===== config.mk =====
export PLATFORM = sky130hd
export DESIGN_NAME = vga_vram_addr_seq
export DESIGN_NICKNAME = d
export VERILOG_FILES = /design/src/rtl/vga_vram_addr_seq.sv
export SDC_FILE = /design/constraint.sdc
export NUM_CORES = 1
export LEC_CHECK = 0
export BUFFER_PORTS_ARGS = -buffer_cell sky130_fd_sc_hd__buf_2
export CORE_MARGIN = 2
export CORE_UTILIZATION = 56
export CTS_CLUSTER_DIAMETER = 200
export DETAILED_ROUTE_END_ITERATION = 10
export GPL_TIMING_DRIVEN = 0
export PLACE_DENSITY = 0.83
export SYNTH_ARGS = -nofsm -noshare
export SYNTH_HDL_FRONTEND = slang
export SYNTH_SLANG_ARGS = --single-unit
export TNS_END_PERCENT = 100

===== constraint.sdc =====
create_clock -name i_clk -period 2.45 [get_ports i_clk]
set_input_delay 0 -clock i_clk [delete_from_list [all_inputs] [get_ports i_clk]]
set_output_delay 0 -clock i_clk [all_outputs]
set_load 0.02 [all_outputs]

===== src/rtl/vga_vram_addr_seq.sv =====
// VRAM position-counter sequencer for the VGA text pipeline.
// Turns raster timing into load/increment controls for the 12-bit position counter
// and tracks the glyph row/column used by the font ROM and the pixel shifter.
// The row base advances by one text row every CHAR_H scanlines and wraps modulo
// VRAM_DEPTH so a non-zero scroll base rolls around the end of VRAM.

module vga_vram_addr_seq #(
  parameter int unsigned COLS       = 80,
  parameter int unsigned CHAR_W     = 8,
  parameter int unsigned CHAR_H     = 16,
  parameter int unsigned VRAM_DEPTH = 4096
) (
  input  logic                      i_clk,
  input  logic                      i_rst,
  input  logic                      i_frame_start,
  input  logic                      i_line_start,
  input  logic                      i_de,
  input  logic [11:0]               i_base_addr,
  output logic                      o_ld_h,
  output logic                      o_en_h,
  output logic [11:0]               o_ld_data,
  output logic [$clog2(CHAR_H)-1:0] o_glyph_row,
  output logic [$clog2(CHAR_W)-1:0] o_glyph_col
);

  localparam int unsigned RowW = $clog2(CHAR_H);
  localparam int unsigned ColW = $clog2(CHAR_W);

  // 13-bit constants so the row step and the depth compare never overflow.
  localparam logic [12:0]     Depth13 = 13'(VRAM_DEPTH);
  localparam logic [12:0]     Cols13  = 13'(COLS);
  localparam logic [ColW-1:0] ColLast = ColW'(CHAR_W - 1);
  localparam logic [RowW-1:0] RowLast = RowW'(CHAR_H - 1);

  // Registered state; every output is taken straight from a flop.
  logic            ld_q, ld_d;
  logic            en_q, en_d;
  logic [11:0]     ld_data_q, ld_data_d;
  logic [RowW-1:0] row_q, row_d;
  logic [ColW-1:0] col_q, col_d;
  logic [11:0]     row_base_q, row_base_d;
  logic            de_q;

  // Helper terms.
  logic        line_end;
  logic [12:0] base_sum;
  logic [11:0] base_step;
  logic [11:0] frame_base;

  // Row-step arithmetic and the clamped frame base.
  always_comb begin
    line_end   = de_q & ~i_de;
    base_sum   = {1'b0, row_base_q} + Cols13;
    // Sum stays below 2*VRAM_DEPTH, so one conditional subtraction is enough.
    base_step  = (base_sum >= Depth13) ? 12'(base_sum - Depth13) : 12'(base_sum);
    // An out-of-range scroll base falls back to the top of VRAM.
    frame_base = ({1'b0, i_base_addr} >= Depth13) ? 12'h000 : i_base_addr;
  end

  // Next-state decode; frame start dominates line start and line end.
  always_comb begin
    row_base_d = row_base_q;
    row_d      = row_q;
    col_d      = col_q;
    ld_d       = 1'b0;
    en_d       = 1'b0;
    ld_data_d  = ld_data_q;

    if (i_frame_start) begin
      // A coincident line end is dropped: the frame base replaces any row step.
      row_base_d = frame_base;
      row_d      = '0;
      col_d      = '0;
      ld_d       = 1'b1;
      ld_data_d  = frame_base;
    end else begin
      if (line_end) begin
        if (row_q == RowLast) begin
          row_d      = '0;
          row_base_d = base_step;
        end else begin
          row_d = row_q + RowW'(1);
        end
      end

      if (i_line_start) begin
        // Load the stepped base if a line end lands in the same cycle.
        // A load also suppresses any increment and restarts the cell.
        ld_d      = 1'b1;
        ld_data_d = row_base_d;
        col_d     = '0;
      end else if (i_de) begin
        // Last pixel of a cell advances the counter; col wraps naturally
        // because CHAR_W is a power of two.
        en_d  = (col_q == ColLast);
        col_d = col_q + ColW'(1);
      end
    end
  end

  // State registers with asynchronous clear.
  always_ff @(posedge i_clk or posedge i_rst) begin
    if (i_rst) begin
      ld_q       <= 1'b0;
      en_q       <= 1'b0;
      ld_data_q  <= '0;
      row_q      <= '0;
      col_q      <= '0;
      row_base_q <= '0;
      de_q       <= 1'b0;
    end else begin
      ld_q       <= ld_d;
      en_q       <= en_d;
      ld_data_q  <= ld_data_d;
      row_q      <= row_d;
      col_q      <= col_d;
      row_base_q <= row_base_d;
      de_q       <= i_de;
    end
  end

  // Output mapping.
  always_comb begin
    o_ld_h      = ld_q;
    o_en_h      = en_q;
    o_ld_data   = ld_data_q;
    o_glyph_row = row_q;
    o_glyph_col = col_q;
  end

endmodule


== Word level (Yosys, flattened, before mapping) ==
Cells that the tools add are included.
Storage, ports and cells
  register bits: 34
  input bits: 17
Operators by class
  $add $sub $neg: 4
  $lt $le $gt $ge: 1
  equality and inequality tests: 2
  multiplexer cells: 17
  bitwise gates (word level): 2
  reduce and logical (&&, ||, !) cells: 3
Operators with widths (count)
  $mux W12: 6
  $add A12 B7 Y13 const B: 1
  $ge A13 B13 Y1 const B: 1
  $mux W4: 3
  $sub A12 B1 Y12 const B: 1
  $mux W3: 3
  $mux W1: 5
  $add A4 B1 Y4 const B: 1
  $eq A4 B4 Y1 const B: 1
  $reduce_bool A2 Y1: 2
  $add A3 B1 Y3 const B: 1
  $eq A3 B3 Y1 const B: 1
  $reduce_bool A3 Y1: 1
  $and A1 B1 Y1: 1
  $not A1 Y1: 1

== Longest topological paths before layout ==
Gate-level depths: netlist (run 1).
  depth in word-level cells: 7
  depth in mapped cells: 5
  depth with buffers taken out: 5

== Worst setup path before layout (run 1) ==
Ideal clock, no wire load.
  kind: reg-to-reg
  start: register row_q[0], in the netlist o_glyph_row[0]
  end: register row_base_q[11]
  setup time: 0.128 ns
  arrival: 1.393 ns
  required time: 2.322 ns
  slack: 0.929 ns
  stages on the path, launching flop included: 6
  buffers on the path: 0
  period minus slack after synthesis: 1.521 ns
  path through: dfrtp_1 -> ha_1 -> nand4_1 -> nor4_2 -> xnor2_1 -> mux2i_1
On the way
  longest elaborated chain between the ends: 4
RTL lines
  start: declaration: line 39  | logic [RowW-1:0] row_q, row_d;
  start signal: assignment: line 115  | row_q <= row_d;
  $eq A4 B4 Y1: line 78  | if (row_q == RowLast) begin
  $mux W12: line 78
  $mux W12: line 77  | if (line_end) begin
  $mux W12: line 69  | if (i_frame_start) begin
  end signal: assignment: line 117  | row_base_q <= row_base_d;
  end: declaration: line 41  | logic [11:0] row_base_q, row_base_d;
No other way between the ends.
A chain may end at the register's enable or synchronous reset.

== Final worst setup path (run 1) ==
  start: register row_q[0], in the netlist o_glyph_row[0]
  end: register ld_data_q[11], in the netlist o_ld_data[11]
On the way
  longest elaborated chain between the ends: 5
RTL lines
  $eq A4 B4 Y1: line 78
  $mux W12: line 78
  $mux W12: line 77
  $mux W12: line 86  | if (i_line_start) begin
  $mux W12: line 69
  end signal: assignment: line 114  | ld_data_q <= ld_data_d;
  end: declaration: line 38  | logic [11:0] ld_data_q, ld_data_d;
No other way between the ends. The select of a mux whose other input is x is not followed.

==> results of run 1 <==
==> cell usage after synthesis (all sizes together) <==
cell type / count / share of area (%)
nand2: 5 / 1.2
nor2: 20 / 4.9
nor3b: 6 / 2.9
nand2b: 1 / 0.40
xor2: 1 / 0.56
and3: 1 / 0.48
clkbuf: 1 / 0.24
clkinv: 1 / 0.24
mux2: 4 / 2.9
nor4: 2 / 1.6
buf: 4 / 1.7
a22oi: 2 / 0.95
ha: 4 / 3.2
o21ai: 10 / 3.2
nand3b: 1 / 1.3
mux2i: 12 / 7.6
nor3: 4 / 1.3
inv: 9 / 2.1
dfrtp: 34 / 54
or3: 1 / 0.40
nand4: 1 / 0.40
and2b: 1 / 0.56
a21oi: 9 / 2.9
xnor2: 9 / 5.0
==> what timing repair did <==
action                                 in CTS  in global routing
gates resized for setup                     0                  0
hold buffers                               13                  1
endpoints found under the hold margin      21                 34
==> routing by layer <==
layer | routed length [µm] | part of all wire [%]
met3 | 206 | 6.1
met2 | 1830 | 54
met1 | 1280 | 38
met5 | 0 | 0
met4 | 54 | 1.6
==> final timing paths <==
kind / slack, ns / to / start / cells past startpoint
setup reg to reg: 0.87 / o_ld_data[11] / o_glyph_row[0] / 5
min in group asynchronous: 0.18 / row_base_q[1] / i_rst / 3
hold reg to reg: 0.52 / row_base_q[2] / row_base_q[2] / 1
setup / recovery: 0.87 / o_ld_data[11] / o_glyph_row[0] / 5
max in group asynchronous: 1.85 / row_base_q[11] / i_rst / 4
hold / removal: 0.02 / row_base_q[3] / i_frame_start / 2
==> cell type report <==
class,count,area [µm²],area share (%)
Sequential cell,34,851,42.4
Timing Repair Buffer,51,348,17.4
Buffer,5,30.0,1.50
Tap cell,31,38.8,1.94
Multi-Input combinational cell,94,654,32.6
Inverter,10,37.5,1.87
Clock buffer,7,45.0,2.25
==> cell families after synthesis <==
| kind of cell | Yosys count | share of synthesized area, % |
|---|---|---|
| muxes | 16 | 10.5 |
| AOI/OAI and AO/OA | 21 | 7.00 |
| buffers and inverters | 15 | 4.30 |
| DFF | 34 | 54.1 |
| and+or+nand+nor | 43 | 15.4 |
| adders and majority gates | 4 | 3.18 |
| xor gates and xnor gates | 10 | 5.57 |
==> power by group through the flow <==
stage | clock [µW] | combinational (µW) | sequential (µW)
2_1_floorplan | 0 | 98.9 | 675
3_3_place_gp | 0 | 190 | 644
3_5_place_dp | 0 | 196 | 648
4_1_cts | 296 | 213 | 637
5_1_grt | 313 | 240 | 643
6_report | 287 | 220 | 638
==> stage by stage <==
step           std cells  setup WS (ns)
4_1_cts              230          0.862
3_3_place_gp         210          0.909
5_1_grt              232          0.719
3_5_place_dp         210          0.897
6_report             232          0.866
2_1_floorplan        143          0.929
==> sequential cells by signal (all words and copies together) (netlist names) <==
name and cells:
o_glyph_row 4, o_ld_h 1, o_glyph_col 3, o_en_h 1, row_base_q 12, o_ld_data 12
de_q 1
==> results.ini, run 1 <==
[run_status]
outcome=complete, no violations

[cts]
cts_tree=built
root_buffer=clkbuf_4
path_clk_slew_ns=0.10
cts_made_buffers=5
cts_sinks=34
htree_levels=2
ctsLongestPathBuffers=2
post_cts.repair.setup_buffers=0
insertion_delay_ns=0.34

[timing]
tightest_slew_ns=0.505
hold_viol=0
holdWs_ns=0.0153
report.final.slew_viol_count=0
clock_skew_ns=0.0103
setup_violations=0
fin_crit_ns=1.58
fin_crit_sh_pct=64.7
rsz0062_at_grt=false
setup_tns_ns=0
fmax_mhz=631
relSlewSlack_pct=66.1

[cells_and_area]
drive_above_1_share_pct=27.9
fillCellCount=199
n_antenna_cell=0
final_util_pct=74.0
area_growth_pct=27.4
final_cell_area_um2=2000
final_cell_mix=39 x buf_2, 34 x dfrtp_1, 19 x nor2_1, 14 x dlygate4sd3_1, 12 x mux2i_1
final_common_cell=buf_2
fin_nets=222

[worst_setup_path]
required_ns=2.67
path_buf_inv=0
critPathMaxStageDelay_ns=0.44
crit_path_top_delay_cell=dfrtp_1
crit_family=simple AND/OR/NAND/NOR gates
cp_cell_sequence=ha_1 > nand4_1 > nor4_2 > xnor2_1 > o21ai_1
critPathKind=reg2reg
end_kind=flip-flop
worstPathArrival_ns=1.81
critPathMaxFanout=5
start_kind=flip-flop

[global_routing]
met1_usage_pct=27.1
gr-usage-met2_pct=40.7
grt_pass1_wl_um=5680
grt-busiest-layer=met2
grt-ovfl-total=0
grt_pass1_vias=1316
grt_max_degree=35
antenna_found_initial=0
track_usage_pct=23.2
met3_usage_pct=7.71

[power_and_ir_drop]
ir_worst_vdd_uv=482
power_switching_share_pct=29.1
power_frac_clock_pct=25.1
pwr-share-seq_pct=55.7
finalPower_uw=1140
p_switching_uw=333
comb_power_share_pct=19.2
power_density_nw_per_um2=571
p_leak_uw=0.000976
p_int_uw=812

[routing]
drt-total-wl_um=3370
wire_per_inst_um=14.5
drt_iter0_drc=35
drt-pass1-iter-count=5
num_vias=1290
via_per_inst=5.56
antenna_left=0
drc=0

[synthesis]
syn_inst=143
ys_warn_count=0
yosysUniqueCellTypes=27
postSynthAreaPerCell_um2=11.0
synth_area_um2=1570
yosysSeqAreaShare_pct=54.1
synth_seq_cells=34
synth_fp_nets=164

[die]
die_area_um2=3250
fp.dieW_um=57.0
die_y_um=57.0
io_pins=38
start_util_pct=58.0
row_count=19
core_area_um2=2710

[placed_design]
io_buffers=36
dp_hpwl_um=2280
placed_area_um2=1790
gp_routability_congestion=0.709

[worst_hold_path]
min-delay-path-class=in2reg

[run]
drv_cap=0

(Power assumes the default switching activity.)
==> inputs of run 2 (changes only) <==
--- a/config.mk
+++ b/config.mk
@@ -5,13 +5,14 @@
 export SDC_FILE = /design/constraint.sdc
 export NUM_CORES = 1
 export LEC_CHECK = 0
+export ABC_AREA = 1
 export BUFFER_PORTS_ARGS = -buffer_cell sky130_fd_sc_hd__buf_2
 export CORE_MARGIN = 2
-export CORE_UTILIZATION = 56
+export CORE_UTILIZATION = 47
 export CTS_CLUSTER_DIAMETER = 200
 export DETAILED_ROUTE_END_ITERATION = 10
 export GPL_TIMING_DRIVEN = 0
-export PLACE_DENSITY = 0.83
+export PLACE_DENSITY = 0.74
 export SYNTH_ARGS = -nofsm -noshare
 export SYNTH_HDL_FRONTEND = slang
 export SYNTH_SLANG_ARGS = --single-unit
==> constraint.sdc (replaced) <==
create_clock -name i_clk -period 1.3 [get_ports i_clk]
set_input_delay 0 -clock i_clk [delete_from_list [all_inputs] [get_ports i_clk]]
set_output_delay 0 -clock i_clk [all_outputs]
set_load 0.02 [all_outputs]
==> run 2 against run 1 <==
Die area grew 21%. First-iteration DRC count grew 150%. Non-clock buffer count grew 9. Hold slack lost 0.0015 ns. Critical path depth grew 4. Global-route usage shrank 3.1 points. Synthesized cell count grew 32%. Critical endpoint is now row_base_q[11]. Via count grew 13%. The flow now finishes with violations (negative setup slack). Setup slack lost 0.92 ns. Highest routed layer unchanged.
==> results.ini, run 2 <==
[cts]
htree_levels=2  ; unchanged
path_clk_slew_ns=0.10  ; about the same
root_buffer=clkbuf_4  ; unchanged
cts_made_buffers=5  ; unchanged
ctsLongestPathBuffers=2  ; unchanged
cts_tree=built  ; unchanged
cts_sinks=34  ; unchanged
insertion_delay_ns=0.34  ; about the same

[synthesis]
syn_inst=189  ; was 143
synth_top_family_by_area=simple AND/OR/NAND/NOR gates  ; unchanged
yosysUniqueCellTypes=26  ; was 27
ys_async_sr_fraction_pct=100  ; unchanged
synth-edff-count=0  ; unchanged
yosysSeqAreaShare_pct=52.7  ; was 54.1%
synth_seq_cells=34  ; unchanged
synthFlopType=dfrtp_1  ; unchanged
yosysMostFrequentCell=nand2_1  ; was dfrtp_1
synth_compound_area_share_pct=6.12  ; was 7.00%
muxShareOfSynthArea_pct=0  ; was 10.5%
yosys.area_share.adder_pct=3.10  ; was 3.18%
ys_warn_count=0  ; unchanged
yosys.area.top_type_share_pct=52.7  ; was 54.1%
yosys.area_share.simple_pct=31.4  ; was 15.4%
yosys.area_share.xor_xnor_pct=0.542  ; was 5.57%
synth.area.top_cells=dfrtp_1 53%, nand2_1 14%, nand3_1 6.2%  ; was dfrtp_1 54%, mux2i_1 7.6%, xnor2_1 5.0%
yosys.area.top_type=dfrtp_1  ; unchanged
synth_fp_nets=210  ; was 164
postSynthAreaPerCell_um2=8.55  ; was 11.0 µm²
synth.top_cells.by_count=61 x nand2_1, 34 x dfrtp_1, 20 x nand3_1  ; was 34 x dfrtp_1, 19 x nor2_1, 12 x mux2i_1
synth_area_um2=1620  ; was 1570 µm²

[power_and_ir_drop]
finalPower_uw=2260  ; was 1140 µW
p_int_uw=1590  ; was 812 µW
power_frac_clock_pct=27.3  ; was 25.1%
p_leak_uw=0.00115  ; was 0.000976 µW
power_density_nw_per_um2=1020  ; was 571 nW/µm²
comb_power_share_pct=19.9  ; was 19.2%
p_switching_uw=674  ; was 333 µW
ir_worst_vdd_uv=739  ; was 482 µV
power_switching_share_pct=29.8  ; was 29.1%
pwr-share-seq_pct=52.7  ; was 55.7%

[worst_hold_path]
min_to=row_base_q[8]  ; was row_base_q[3]
min_from=i_frame_start  ; unchanged
hold_depth=3  ; was 2
min-delay-path-class=in2reg  ; unchanged

[die]
core_area_um2=3310  ; was 2710 µm²
io_pins=38  ; unchanged
fp.dieW_um=62.6  ; was 57.0 µm
row_count=21  ; was 19
start_util_pct=48.8  ; was 58.0%
die_y_um=62.6  ; was 57.0 µm
die_area_um2=3920  ; was 3250 µm²

[timing]
setup_violations=10  ; was 0
fin_crit_ns=1.35  ; was 1.58 ns
hold_viol=0  ; unchanged
relSlewSlack_pct=76.7  ; was 66.1%
fin_crit_sh_pct=104  ; was 64.7%
rsz0062_at_grt=true  ; was false
tightest_slew_ns=0.347  ; was 0.505 ns
setup_ws_ns=-0.0496  ; was 0.866 ns
clock_skew_ns=0.00917  ; was 0.0103 ns
report.final.slew_viol_count=0  ; unchanged
fmax_mhz=741  ; was 631 MHz

[global_routing]
grt_pass1_vias=1452  ; was 1316
grt_pass1_wl_um=6180  ; was 5680 µm
grt_max_degree=35  ; unchanged
track_usage_pct=20.1  ; was 23.2%
antenna_found_initial=0  ; unchanged
grt-ovfl-total=0  ; unchanged

[worst_setup_path]
r2r_setup_slack_ns=-0.05  ; was 0.87 ns
start_kind=flip-flop  ; unchanged
end_kind=flip-flop  ; unchanged
critPathMaxFanout=5  ; unchanged
rr_worst_depth=9  ; was 5
worstPathArrival_ns=1.63  ; was 1.81 ns
required_ns=1.58  ; was 2.67 ns
r2r-start=o_glyph_row[1]  ; was o_glyph_row[0]
critPathKind=reg2reg  ; unchanged
r2r_end=row_base_q[11]  ; was o_ld_data[11]

[cells_and_area]
final_cell_area_um2=2220  ; was 2000 µm²
drive_above_1_share_pct=35.2  ; was 27.9%
n_antenna_cell=0  ; unchanged
final_common_cell=nand2_1  ; was buf_2
regArea_um2=855  ; was 851 µm²
area_growth_pct=37.6  ; was 27.4%
final_cell_mix=59 x nand2_1, 40 x buf_2, 31 x dfrtp_1, 14 x dlygate4sd3_1, 13 x inv_1  ; was 39 x buf_2, 34 x dfrtp_1, 19 x nor2_1, 14 x dlygate4sd3_1, 12 x mux2i_1
multi_input_area_um2=751  ; was 654 µm²
fillCellCount=282  ; was 199
fin_nets=276  ; was 222

[routing]
drt-pass1-iter-count=4  ; was 5
antenna_left=0  ; unchanged
drc=0  ; unchanged
num_vias=1458  ; was 1290
wire_per_inst_um=12.2  ; was 14.5 µm
drt-total-wl_um=3690  ; was 3370 µm
via_per_inst=4.83  ; was 5.56
drt_iter0_drc=87  ; was 35

[placed_design]
io_buffers=36  ; unchanged
placed_area_um2=1880  ; was 1790 µm²
dp_hpwl_um=2360  ; was 2280 µm
post-place-ws_ns=-0.111  ; was 0.897 ns
gp_routability_congestion=0.792  ; was 0.709

[run_status]
outcome=finished with violations  ; was complete, no violations
violations=negative setup slack

[run]
drv_cap=0  ; unchanged

-- run 2: changes by cell type in the layout (fill, tap and decap cells not counted), sizes merged, moves of 8 or more --
| cell | change |
|---|---|
| xnor2 | -9 |
| mux2i | -12 |
| nand2 | +58 |
| a21oi | -8 |
| nand3 | +22 |
| buf | +10 |
-- run 2: what timing repair did --
action,CTS,global route
hold buffers,13,1
cloned,1,0
endpoints found under the setup margin,13,15
buffers inserted,3,5
resized for setup,8,11
endpoints found under the hold margin,25,34
pin swaps,3,13
-- run 2: cell families (layout without fill, tap and decap cells) --
family / Yosys count / in the layout
flip-flops: 34 / 34
buffers and inverters: 22 / 89
adder cells (fa/ha/maj): 4 / 4
AND/OR/NAND/NOR: 112 / 112
AO/OA/AOI/OAI: 16 / 16
XOR/XNOR: 1 / 1
-- run 2: worst max path at each step --
stage                    from              to  slack [ns]
2_1_floorplan  o_glyph_row[0]  row_base_q[10]       -0.06
3_3_place_gp   o_glyph_row[0]   o_ld_data[10]       -0.09
3_5_place_dp   o_glyph_row[0]   o_ld_data[11]       -0.11
4_1_cts        o_glyph_row[0]   o_ld_data[11]       -0.09
5_1_grt        o_glyph_row[0]   o_ld_data[11]       -0.15
6_report       o_glyph_row[1]  row_base_q[11]       -0.05
-- run 2: cell type report --
class	count	area share, %
clock inverters	1	0.225
multi-input cells	133	33.8
inverters	16	2.70
repair buffers	59	18.0
well taps	46	2.59
flip-flops and latches	34	38.5
clock buffers	7	2.48
plain buffers	6	1.75
-- run 2: power groups by stage --
| stage | clock network [µW] | registers [µW] | logic, µW |
|---|---|---|---|
| detailed placement | 0 | 1210 | 368 |
| global placement | 0 | 1210 | 361 |
| finish | 619 | 1190 | 450 |
| floorplan | 0 | 1270 | 182 |
| global route | 695 | 1200 | 499 |
| CTS | 638 | 1190 | 414 |
-- run 2: stage by stage --
step                utilization [%]  hold WS [ns]  TNS [ns]  std cells
finish                         67.1        0.0138    -0.224        302
global route                   67.1       0.00832     -1.26        302
CTS                            64.2       0.00236    -0.339        296
detailed placement             56.7         0.202    -0.546        271
global placement               56.7         0.199    -0.448        271
floorplan                         -        0.0314    -0.179        189
-- run 2: per-layer routing --
layer	track usage, %	vias to the layer above	part of all wire (%)
met5	0	-	0
met4	7.50	0	1.7
met3	5.59	6	3.1
met2	35.2	25	53
met1	23.5	684	42
li1	-	743	-
-- run 2: critical path: stages, from the launching register on --
cell      delay (ns)
dfrtp_2         0.40
ha_4            0.15
nand3_4         0.07
nor2_4          0.11
buf_6           0.13
nand3_2         0.05
nand2_1         0.07
nand2_1         0.07
buf_4           0.13
a21boi_1        0.11
==> inputs of run 3 (changes only) <==
--- a/config.mk
+++ b/config.mk
@@ -13,6 +13,7 @@
 export DETAILED_ROUTE_END_ITERATION = 10
 export GPL_TIMING_DRIVEN = 0
 export PLACE_DENSITY = 0.74
+export SKIP_LAST_GASP = 1
 export SYNTH_ARGS = -nofsm -noshare
 export SYNTH_HDL_FRONTEND = slang
 export SYNTH_SLANG_ARGS = --single-unit
==> run 3 against run 2 <==
The run still ends with negative setup slack left. Clock skew increased by 0.0010 ns. Sequential share of layout area grew 0.35 points. Register-to-register slack is essentially flat. Wire length decreased by 1.2%. Combinational power is 2% lower. Die area is the same. Critical path depth did not move. Count of clock-buffer cells in the layout unchanged. Largest power group unchanged. Utilization is 0.60 points lower. Setup slack lost 0.0082 ns. Cell area down 0.90%. Clock power about the same.
==> results.ini, run 3 (same netlist as run 2, synthesis figures left out) <==
[cells_and_area]
final_cell_mix=59 x nand2_1, 40 x buf_2, 31 x dfrtp_1, 14 x nand3_1, 14 x dlygate4sd3_1  ; was 59 x nand2_1, 40 x buf_2, 31 x dfrtp_1, 14 x dlygate4sd3_1, 13 x inv_1
fillCellCount=283  ; was 282
multi_input_area_um2=731  ; was 751 µm²
drive_above_1_share_pct=33.6  ; was 35.2%
final_cell_area_um2=2200  ; was 2220 µm²
fin_nets=276  ; unchanged
final_common_cell=nand2_1  ; unchanged
n_antenna_cell=0  ; unchanged
regArea_um2=855  ; unchanged
area_growth_pct=36.3  ; was 37.6%

[worst_setup_path]
cp_cell_sequence=ha_4 > nand3_4 > nor2_4 > buf_6 > nand3_2 > nand2_1 > nand2_1 > buf_4 > a21boi_1  ; unchanged
critPathMaxFanout=5  ; unchanged
path_buf_inv=2  ; unchanged
critPathKind=reg2reg  ; unchanged
cpMostUsedCell=nand2_1  ; unchanged
crit_path_top_delay_cell=dfrtp_2  ; unchanged
worstPathArrival_ns=1.63  ; about the same
start_kind=flip-flop  ; unchanged
end_kind=flip-flop  ; unchanged
critPathMaxStageDelay_ns=0.40  ; about the same
required_ns=1.57  ; was 1.58 ns
crit_family=flip-flops  ; unchanged

[routing]
via_per_inst=4.80  ; was 4.83
drt_iter0_drc=56  ; was 87
antenna_left=0  ; unchanged
drt-total-wl_um=3650  ; was 3690 µm
wire_per_inst_um=12.1  ; was 12.2 µm
drc=0  ; unchanged
drt-pass1-iter-count=4  ; unchanged
num_vias=1449  ; was 1458

[run]
drv_cap=0  ; unchanged

[global_routing]
antenna_found_initial=0  ; unchanged
grt-ovfl-total=0  ; unchanged
met3_usage_pct=5.59  ; unchanged
gr-usage-met2_pct=35.2  ; unchanged
grt-busiest-layer=met2  ; unchanged
track_usage_pct=20.0  ; was 20.1%
grt_pass1_wl_um=6150  ; was 6180 µm
grt_max_degree=35  ; unchanged
grt_pass1_vias=1452  ; unchanged
met1_usage_pct=23.2  ; was 23.5%

[timing]
fin_crit_ns=1.36  ; was 1.35 ns
report.final.slew_viol_count=0  ; unchanged
relSlewSlack_pct=76.8  ; was 76.7%
fin_crit_sh_pct=104  ; about the same
setup_violations=8  ; was 10
setup_ws_ns=-0.0579  ; was -0.0496 ns
rsz0062_at_grt=true  ; unchanged
hold_viol=0  ; unchanged
tightest_slew_ns=0.346  ; was 0.347 ns
clock_skew_ns=0.0102  ; was 0.00917 ns
fmax_mhz=736  ; was 741 MHz

[power_and_ir_drop]
pwr-share-seq_pct=53.0  ; was 52.7%
power_switching_share_pct=29.6  ; was 29.8%
power_frac_clock_pct=27.4  ; was 27.3%
p_int_uw=1580  ; was 1590 µW
p_leak_uw=0.00114  ; was 0.00115 µW
ir_worst_vdd_uv=739  ; about the same
p_switching_uw=666  ; was 674 µW
comb_power_share_pct=19.6  ; was 19.9%
power_density_nw_per_um2=1020  ; about the same

[placed_design]
io_buffers=36  ; unchanged
gp_routability_congestion=0.792  ; unchanged
dp_hpwl_um=2360  ; unchanged
post-place-ws_ns=-0.111  ; unchanged
placed_area_um2=1880  ; unchanged

[cts]
cts_sinks=34  ; unchanged
cts_made_buffers=5  ; unchanged
insertion_delay_ns=0.34  ; about the same
ctsLongestPathBuffers=2  ; unchanged
cts_tree=built  ; unchanged
htree_levels=2  ; unchanged
root_buffer=clkbuf_4  ; unchanged
path_clk_slew_ns=0.11  ; was 0.10 ns

[die]
die_y_um=62.6  ; unchanged
start_util_pct=48.8  ; unchanged
fp.dieW_um=62.6  ; unchanged
io_pins=38  ; unchanged
row_count=21  ; unchanged
core_area_um2=3310  ; unchanged
die_area_um2=3920  ; unchanged

[run_status]
violations=negative setup slack  ; unchanged
outcome=finished with violations  ; unchanged

[worst_hold_path]
min-delay-path-class=in2reg  ; unchanged

## run 3: cell counts in the layout (fill, tap and decap cells not counted)
Identical to the previous run, type by type.
## run 3: power groups by stage
stage / Clock (µW) / Sequential (µW) / Combinational (µW)
2_1_floorplan: 0 / 1270 / 182
3_3_place_gp: 0 / 1210 / 361
3_5_place_dp: 0 / 1210 / 368
4_1_cts: 638 / 1190 / 413
5_1_grt: 696 / 1200 / 489
6_report: 617 / 1190 / 441
## run 3: area by class of cell
type,count,area share (%)
repair buffers,59,18.2
plain buffers,6,1.76
clock inverters,1,0.227
clock buffers,7,2.50
well taps,46,2.61
flip-flops and latches,34,38.8
multi-input cells,133,33.2
inverters,16,2.73
## run 3: stage by stage
step,instances,util (%),hold slack (ns),total power (µW),setup TNS [ns]
after CTS,296,64.1,0.00236,2240,-0.352
after global routing,302,66.5,0.00832,2390,-1.37
after detailed placement,271,56.7,0.202,1580,-0.546
final,302,66.5,0.0133,2250,-0.209
after floorplan,189,-,0.0314,1450,-0.179
after global placement,271,56.7,0.199,1570,-0.448
## run 3: worst reg2reg max path: stages (launching register included)
cell and delay (ns):
dfrtp_2 0.40, ha_4 0.15, nand3_4 0.07, nor2_4 0.12
buf_6 0.13, nand3_2 0.05, nand2_1 0.07, nand2_1 0.07
buf_4 0.13, a21boi_1 0.11
## run 3: worst paths after layout
check | from | endpoint | slack [ns] | cells past startpoint
worst max-delay path | o_glyph_row[1] | row_base_q[11] | -0.06 | 9
worst min register to register | row_base_q[1] | row_base_q[1] | 0.48 | 2
min in group asynchronous | i_rst | o_ld_data[1] | 0.11 | 3
max in group asynchronous | i_rst | o_glyph_row[3] | 0.77 | 4
worst min-delay path | i_frame_start | row_base_q[8] | 0.01 | 3
worst max register to register | o_glyph_row[1] | row_base_q[11] | -0.06 | 9
## run 3: metal layers
layer / up-vias / wire, µm
met5: - / 0
met4: 0 / 62
met3: 6 / 115
met2: 23 / 1930
met1: 676 / 1540
li1: 744 / -
## run 3: repair_timing
action	4_1_cts	5_1_grt
resized for setup	7	7
pin swaps	3	8
gates cloned	1	0
hold buffers	13	1
endpoints found under the setup margin	13	15
hold endpoints to repair	25	34
buffers inserted	3	4
